`src/rtl/alu_arbiter_if.sv`:
```
// Request/response channel bundle between the two clients and the ALU arbiter.
// Bit i of every 2-bit handshake vector belongs to requester i.
interface alu_arbiter_if #(parameter int WIDTH = 8);
  logic [1:0]       req_valid;
  logic [1:0]       req_ready;
  logic [WIDTH-1:0] req_a0;
  logic [WIDTH-1:0] req_b0;
  logic [1:0]       req_op0;
  logic [WIDTH-1:0] req_a1;
  logic [WIDTH-1:0] req_b1;
  logic [1:0]       req_op1;
  logic [1:0]       rsp_valid;
  logic [1:0]       rsp_ready;
  logic [WIDTH-1:0] rsp_y;
  logic             rsp_c;
  logic             rsp_n;
  logic             rsp_z;

  modport master (
    output req_valid, req_a0, req_b0, req_op0, req_a1, req_b1, req_op1, rsp_ready,
    input  req_ready, rsp_valid, rsp_y, rsp_c, rsp_n, rsp_z
  );

  modport slave (
    input  req_valid, req_a0, req_b0, req_op0, req_a1, req_b1, req_op1, rsp_ready,
    output req_ready, rsp_valid, rsp_y, rsp_c, rsp_n, rsp_z
  );
endinterface

```
`src/rtl/alu_arbiter.sv`:
```
// Round-robin sharing of one external combinational ALU between two requesters.
// Sequence per transaction: accept (IDLE) -> ALU evaluates latched operands (EXEC) -> hand back (RESP).
module alu_arbiter #(
  parameter int WIDTH = 8,
  parameter int CNT_W = 16
) (
  input  logic             clk,
  input  logic             rst_n,
  alu_arbiter_if.slave     bus,
  output logic [WIDTH-1:0] alu_a,
  output logic [WIDTH-1:0] alu_b,
  output logic [2:0]       alu_ctrl,
  input  logic [WIDTH-1:0] alu_y,
  input  logic             alu_c,
  input  logic             alu_n,
  input  logic             alu_z,
  output logic             busy,
  output logic [CNT_W-1:0] op_count
);

  typedef enum logic [1:0] {IDLE, EXEC, RESP} state_t;

  state_t           state;
  state_t           state_nxt;
  logic             prio;
  logic             owner;
  logic             gnt;
  logic             accept;
  logic             rsp_done;
  logic [WIDTH-1:0] a_q;
  logic [WIDTH-1:0] b_q;
  logic [1:0]       op_q;
  logic [1:0]       rsp_valid_q;
  logic [WIDTH-1:0] rsp_y_q;
  logic             rsp_c_q;
  logic             rsp_n_q;
  logic             rsp_z_q;

  // SUB uses the ALU's subtract-enable bit, hence the gap in the encoding.
  function automatic logic [2:0] op_to_ctrl(input logic [1:0] op);
    case (op)
      2'b11:   op_to_ctrl = 3'b110;
      default: op_to_ctrl = {1'b0, op};
    endcase
  endfunction

  assign gnt      = (&bus.req_valid) ? prio : bus.req_valid[1];
  assign accept   = (state == IDLE) && (|bus.req_valid);
  assign rsp_done = (state == RESP) && bus.rsp_ready[owner];

  assign bus.req_ready = (state == IDLE && bus.req_valid[gnt]) ?
                         (gnt ? 2'b10 : 2'b01) : 2'b00;

  assign bus.rsp_valid = rsp_valid_q;
  assign bus.rsp_y     = rsp_y_q;
  assign bus.rsp_c     = rsp_c_q;
  assign bus.rsp_n     = rsp_n_q;
  assign bus.rsp_z     = rsp_z_q;

  assign alu_a    = a_q;
  assign alu_b    = b_q;
  assign alu_ctrl = op_to_ctrl(op_q);
  assign busy     = (state != IDLE);

  always_comb begin
    state_nxt = state;
    case (state)
      IDLE:    if (accept)   state_nxt = EXEC;
      EXEC:                  state_nxt = RESP;
      RESP:    if (rsp_done) state_nxt = IDLE;
      default:               state_nxt = IDLE;
    endcase
  end

  always_ff @(posedge clk or negedge rst_n) begin
    if (!rst_n) begin
      state       <= IDLE;
      prio        <= 1'b0;
      owner       <= 1'b0;
      a_q         <= '0;
      b_q         <= '0;
      op_q        <= 2'b00;
      rsp_valid_q <= 2'b00;
      rsp_y_q     <= '0;
      rsp_c_q     <= 1'b0;
      rsp_n_q     <= 1'b0;
      rsp_z_q     <= 1'b0;
      op_count    <= '0;
    end else begin
      state <= state_nxt;
      // accept stage: latch the granted requester's fields
      if (accept) begin
        owner <= gnt;
        prio  <= ~gnt;
        a_q   <= gnt ? bus.req_a1  : bus.req_a0;
        b_q   <= gnt ? bus.req_b1  : bus.req_b0;
        op_q  <= gnt ? bus.req_op1 : bus.req_op0;
      end
      // capture stage: ALU output is settled from the latched operands
      if (state == EXEC) begin
        rsp_y_q            <= alu_y;
        rsp_c_q            <= alu_c;
        rsp_n_q            <= alu_n;
        rsp_z_q            <= alu_z;
        rsp_valid_q[owner] <= 1'b1;
      end
      // hand-back stage
      if (rsp_done) begin
        rsp_valid_q <= 2'b00;
        op_count    <= op_count + 1'b1;
      end
    end
  end

endmodule

```
`src/flat_wrapper.sv`:
```
// flat-port wrapper written by rule: the top's interface ports become plain ports
module alu_arbiter_flat 
#(
  parameter int WIDTH = 8,
  parameter int CNT_W = 16
)
  (clk, rst_n, alu_a, alu_b, alu_ctrl, alu_y, alu_c, alu_n, alu_z, busy, op_count, bus_req_valid, bus_req_a0, bus_req_b0, bus_req_op0, bus_req_a1, bus_req_b1, bus_req_op1, bus_rsp_ready, bus_req_ready, bus_rsp_valid, bus_rsp_y, bus_rsp_c, bus_rsp_n, bus_rsp_z);
  alu_arbiter_if #(.WIDTH(WIDTH)) bus_i ();
  input  logic clk;
  input  logic rst_n;
  output logic [WIDTH-1:0] alu_a;
  output logic [WIDTH-1:0] alu_b;
  output logic [2:0] alu_ctrl;
  input  logic [WIDTH-1:0] alu_y;
  input  logic alu_c;
  input  logic alu_n;
  input  logic alu_z;
  output logic busy;
  output logic [CNT_W-1:0] op_count;
  input wire logic [$bits(bus_i.req_valid)-1:0] bus_req_valid;
  input wire logic [$bits(bus_i.req_a0)-1:0] bus_req_a0;
  input wire logic [$bits(bus_i.req_b0)-1:0] bus_req_b0;
  input wire logic [$bits(bus_i.req_op0)-1:0] bus_req_op0;
  input wire logic [$bits(bus_i.req_a1)-1:0] bus_req_a1;
  input wire logic [$bits(bus_i.req_b1)-1:0] bus_req_b1;
  input wire logic [$bits(bus_i.req_op1)-1:0] bus_req_op1;
  input wire logic [$bits(bus_i.rsp_ready)-1:0] bus_rsp_ready;
  output wire logic [$bits(bus_i.req_ready)-1:0] bus_req_ready;
  output wire logic [$bits(bus_i.rsp_valid)-1:0] bus_rsp_valid;
  output wire logic [$bits(bus_i.rsp_y)-1:0] bus_rsp_y;
  output wire logic [$bits(bus_i.rsp_c)-1:0] bus_rsp_c;
  output wire logic [$bits(bus_i.rsp_n)-1:0] bus_rsp_n;
  output wire logic [$bits(bus_i.rsp_z)-1:0] bus_rsp_z;
  assign bus_i.req_valid = bus_req_valid;
  assign bus_i.req_a0 = bus_req_a0;
  assign bus_i.req_b0 = bus_req_b0;
  assign bus_i.req_op0 = bus_req_op0;
  assign bus_i.req_a1 = bus_req_a1;
  assign bus_i.req_b1 = bus_req_b1;
  assign bus_i.req_op1 = bus_req_op1;
  assign bus_i.rsp_ready = bus_rsp_ready;
  assign bus_req_ready = bus_i.req_ready;
  assign bus_rsp_valid = bus_i.rsp_valid;
  assign bus_rsp_y = bus_i.rsp_y;
  assign bus_rsp_c = bus_i.rsp_c;
  assign bus_rsp_n = bus_i.rsp_n;
  assign bus_rsp_z = bus_i.rsp_z;
  alu_arbiter #(.WIDTH(WIDTH), .CNT_W(CNT_W)) u_core (.clk(clk), .rst_n(rst_n), .bus(bus_i), .alu_a(alu_a), .alu_b(alu_b), .alu_ctrl(alu_ctrl), .alu_y(alu_y), .alu_c(alu_c), .alu_n(alu_n), .alu_z(alu_z), .busy(busy), .op_count(op_count));
endmodule
```
`config.mk`:
```
export PLATFORM = sky130hd
export DESIGN_NAME = alu_arbiter_flat
export DESIGN_NICKNAME = d
export VERILOG_FILES = /design/src/rtl/alu_arbiter_if.sv /design/src/rtl/alu_arbiter.sv /design/src/flat_wrapper.sv
export SDC_FILE = /design/constraint.sdc
export NUM_CORES = 1
export LEC_CHECK = 0
export CAP_MARGIN = 20
export CORE_MARGIN = 2
export CORE_UTILIZATION = 43
export DETAILED_ROUTE_END_ITERATION = 6
export PLACE_DENSITY_LB_ADDON = 0.12
export SETUP_SLACK_MARGIN = 0.3
export SLEW_MARGIN = 25
export SYNTH_ARGS = -nofsm -noshare
export SYNTH_HDL_FRONTEND = slang
export SYNTH_SLANG_ARGS = --single-unit
```
`constraint.sdc`:
```
create_clock -name clk -period 3.4 [get_ports clk]
set_input_delay 0.51 -clock clk [delete_from_list [all_inputs] [get_ports clk]]
set_output_delay 0.51 -clock clk [all_outputs]
set_load 0.01 [all_outputs]
```
==> summary.md <==
| Metric | Value |
|---|---|
| Row count | 25 |
| Global-route congestion overflow total | 0 |
| Area inside the core boundary | ~4700 um2 |
| Boundary pin count | 104 |
| Final count of hold timing violations | 0 |
| Path depth of the worst reg2reg path | 5 |
| Worst-case setup margin in the final layout | 1.08 ns |
| Crit path launch type | input port |
| Yosys warnings | 0 |
| Cts-stage hold buffer count | 0 |
| Delay of the slowest critical-path stage | 0.55 ns |
| Via count of the first global-routing pass | 1,704 |
| Ratio of cells with drive above 1 in the final layout | 9.68% |
| Area growth from synthesis to layout | 57.5% |
| Largest net degree at the start of global routing | 41 |
| Root buffer cell | clkbuf_8 |
| Xor/xnor share of the synthesized area | 6.23% |
| Wire length of the first global-routing pass | slightly above 8000 um |
| Final min period | 2.32 ns |
| Class of the tightest hold or removal check | input port to async pin |
| Number of buffers added on ports | 103 |
| Ant diodes | 0 |
| Slowest stage cell on the critical path | clkdlybuf4s50_1 |
| Placer congestion estimate | a little over 0.7 |
| Register bit total from synthesis | slightly above 50 |
| Post-route met1 wirelength | 2170 um |
| Clk sink count | 51 |
| Maximum buffer depth of the clock tree | 2 |
| Most used cell along the critical path | clkdlybuf4s50_1 |
| Result of the run | finished clean |
| Highest routing layer actually used | met4 |
| DIE HEIGHT | around 74 um |
| Areal power density over the cells | 784 nW/um2 |
| Violation count after the first detailed-route iteration | 118 |
| Synthesized-area fraction occupied by and/or/nand/nor cells | 10.7% |
| CTS-repair resized insts | 0 |
| Clock transition at the register clock pins on the worst setup and hold paths after CTS | 0.09 ns |
| Routed WL | ~5300 um |
| Pins Over Slew Limit | 0 |
| RSZ-0062 raised after global routing | no |
| Global-route usage over all layers | 19.9% |
| Number of nets still failing antenna checks after routing | 0 |
| Worst slew margin relative to its limit | 58.8% |
| Largest family of logic cells by synthesized area | simple AND/OR/NAND/NOR gates |
| Adder-cell share of the synthesized area | 0.593% |
| Placed Area | 3220 um2 |
| Clock buffers created by TritonCTS | 5 |
| Number of non-filler instances in the completed layout | 346 |
| CTS tree | done |
| Setup slack at placement | about 1.1 ns |
| Crit Reg-Reg Endpoint | u_core.op_count[12]$_DFFE_PN0P_ |
| Die extent in x | 74.0 um |
| Worst VDD drop | 0.000456 V |
| Post-detail-place hpwl | about 3900 um |
| Setup total negative slack | 0 ns |
| Worst endpoint data arrival time | approximately 1.8 ns |
| DP Cell Count | 338 |
| Post-Syn Instances | 172 |
| Startpoint of the worst register-to-register path | u_core.op_count[0]$_DFFE_PN0P_ |
| Mapped Nets | roughly 230 |
| DR vias/cell | 5.02 |
| Number of detailed-route iterations in the first pass | 5 |
| Multiplexer share of the synthesized area | 6.88% |
| Critical path required time | about 2.9 ns |
| Crit path max fanout | 3 |
| Crit path capture type | primary output |
| DR WL met2 | 2540 um |
| Total via count in the routed design | approximately 1,700 |
| Number of distinct library cells after synthesis | 27 |
| Type of the worst setup path | input port to primary output |
| Period utilisation layout | between 60% and 70% |
| Met3 Wirelength | 437 um |
| Clock insertion delay at the later pin of the skew report | 0.30 ns |
| Netlist area before placement | 2110 um2 |
| Top achievable clock speed | 430 MHz |
| DRC viols | 0 |
| Post-CTS setup buffers | 0 |
| Ordered cell list for the critical path | clkdlybuf4s50_1 -> nand2b_1 -> and3_1 -> clkdlybuf4s50_1 |
| Static Leakage | approximately 1.5 nW |
| Number of antenna violations at the first check in global routing | 0 |
| Flop2flop setup slack | 1.70 ns |
| Die area | 5480 um2 |
| MaxCap Viol Count | 0 |
| Number of buffers and inverters on the critical path | 2 |
| Worst clock skew on the final layout | 0.00797 ns |
| Slew at the pin closest to its max-slew limit | 0.618 ns |
| Post-layout instance area | 3320 um2 |
| Number of nets in the layout | between 300 and 400 |
| Count of final setup violators | 0 |
| Portion of the post-synthesis area used by sequential elements | 60.5% |
| Synth Area in Compound Gates | 9.73% |
| Cell family with the largest share of critical-path delay | buffers and inverters |
| Routed wire length per instance | ~15 um |
| CTS H-tree depth | 2 |
| Effective utilization at floorplan | between 40 and 50% |
| Average cell area after synthesis | roughly 12 um2 |
routing by layer:
| metal | vias to the layer above | GRT usage (%) |
|---|---|---|
| met5 | - | 0 |
| met4 | 0 | 6.87 |
| met3 | 9 | 6.78 |
| met2 | 75 | 32.5 |
| met1 | 831 | 24.6 |
| li1 | 823 | - |
worst reg2reg max path, cell delays in order (launching register included):
cell and delay, ns:
dfrtp_1 0.43, ha_1 0.22, nand3_1 0.15, nor4_1 0.45, nand4_1 0.18, xnor2_1 0.15
Yosys cell counts:
cell / n / area (um2)
xor2_1: 7 / 61.3
mux2i_1: 1 / 10.0
ha_1: 1 / 12.5
mux2_2: 12 / 135
and2_1: 1 / 6.26
nor4_2: 1 / 12.5
nand2_1: 7 / 26.3
xnor2_1: 8 / 70.1
or3b_1: 1 / 8.76
nand4_1: 4 / 25.0
nand3_1: 4 / 20.0
dfrtp_1: 51 / 1280
nor2b_1: 1 / 6.26
nand2b_1: 3 / 18.8
and4_1: 1 / 8.76
clkbuf_1: 8 / 30.0
nor4_1: 1 / 6.26
o21ai_0: 1 / 5.00
nor3_2: 2 / 20.0
inv_1: 22 / 82.6
a21o_1: 2 / 15.0
nor2_1: 8 / 30.0
nor3_1: 2 / 10.0
and3_1: 2 / 12.5
a222oi_1: 18 / 180
a21oi_1: 1 / 5.00
nand3b_1: 2 / 15.0
layout make-up:
| class | count | area, um2 |
|---|---|---|
| multi-input combinational | 91 | 721 |
| sequential | 51 | 1280 |
| fill | 352 | 1400 |
| timing repair buffer | 107 | 1060 |
| clock buffer | 8 | 100 |
| inverter | 22 | 82.6 |
| tap | 67 | 83.8 |
worst max-delay path by stage:
stage | startpoint | end | slack, ns | cells past startpoint
after global routing | u_core.state[1]$_DFFE_PN0P_ | bus_req_ready[0] | 1.04 | 3
final | bus_req_valid[0] | bus_req_ready[1] | 1.08 | 4
after detailed placement | bus_req_valid[0] | bus_req_ready[1] | 1.10 | 4
after global placement | bus_req_valid[0] | bus_req_ready[1] | 1.16 | 4
after CTS | bus_req_valid[0] | bus_req_ready[1] | 1.09 | 4
after floorplan | u_core.state[1]$_DFFE_PN0P_ | bus_req_ready[0] | 1.86 | 3
sequential cells by signal, summed over array words and instances (netlist names), 2 cells and up:
name and cells:
u_core.alu_b 8, u_core.op_q 2, u_core.alu_a 8, u_core.op_count 16, u_core.state 2, u_core.bus.rsp_y 8, u_core.bus.rsp_valid 2
cell usage in the layout (no fill, tap or decap), drive strengths merged, types with 3 or more instances in the layout:
cell type and n:
xor2 7, nor3 4, dfrtp 51, nand2b 3, nand2 7, clkbuf 8
clkdlybuf4s50 102, mux2 12, a222oi 18, nand3 4, buf 5, nand4 4
xnor2 8, inv 22, nor2 8
metrics by stage:
step	total power, mW	hold slack [ns]	utilization (%)
floorplan	1.58	0.214	-
global placement	2.23	0.463	68.2
detailed placement	2.26	0.476	68.2
CTS	2.64	0.370	70.3
global route	2.78	0.218	70.3
finish	2.61	0.181	70.3
kinds of logic (layout without fill, tap and decap cells):
| kind of cell | Yosys count | after routing |
|---|---|---|
| AO/OA/AOI/OAI | 22 | 22 |
| XOR/XNOR | 15 | 15 |
| adder cells (fa/ha/maj) | 1 | 1 |
| buffers and inverters | 30 | 137 |
| flip-flops | 51 | 51 |
| multiplexers | 13 | 13 |
| AND/OR/NAND/NOR | 40 | 40 |
report_power, final:
part	switching, mW	internal, mW
Combinational	0.511	0.707
Clock	0.187	0.186
Sequential	0.165	0.850
(Power assumes the default switching activity.)
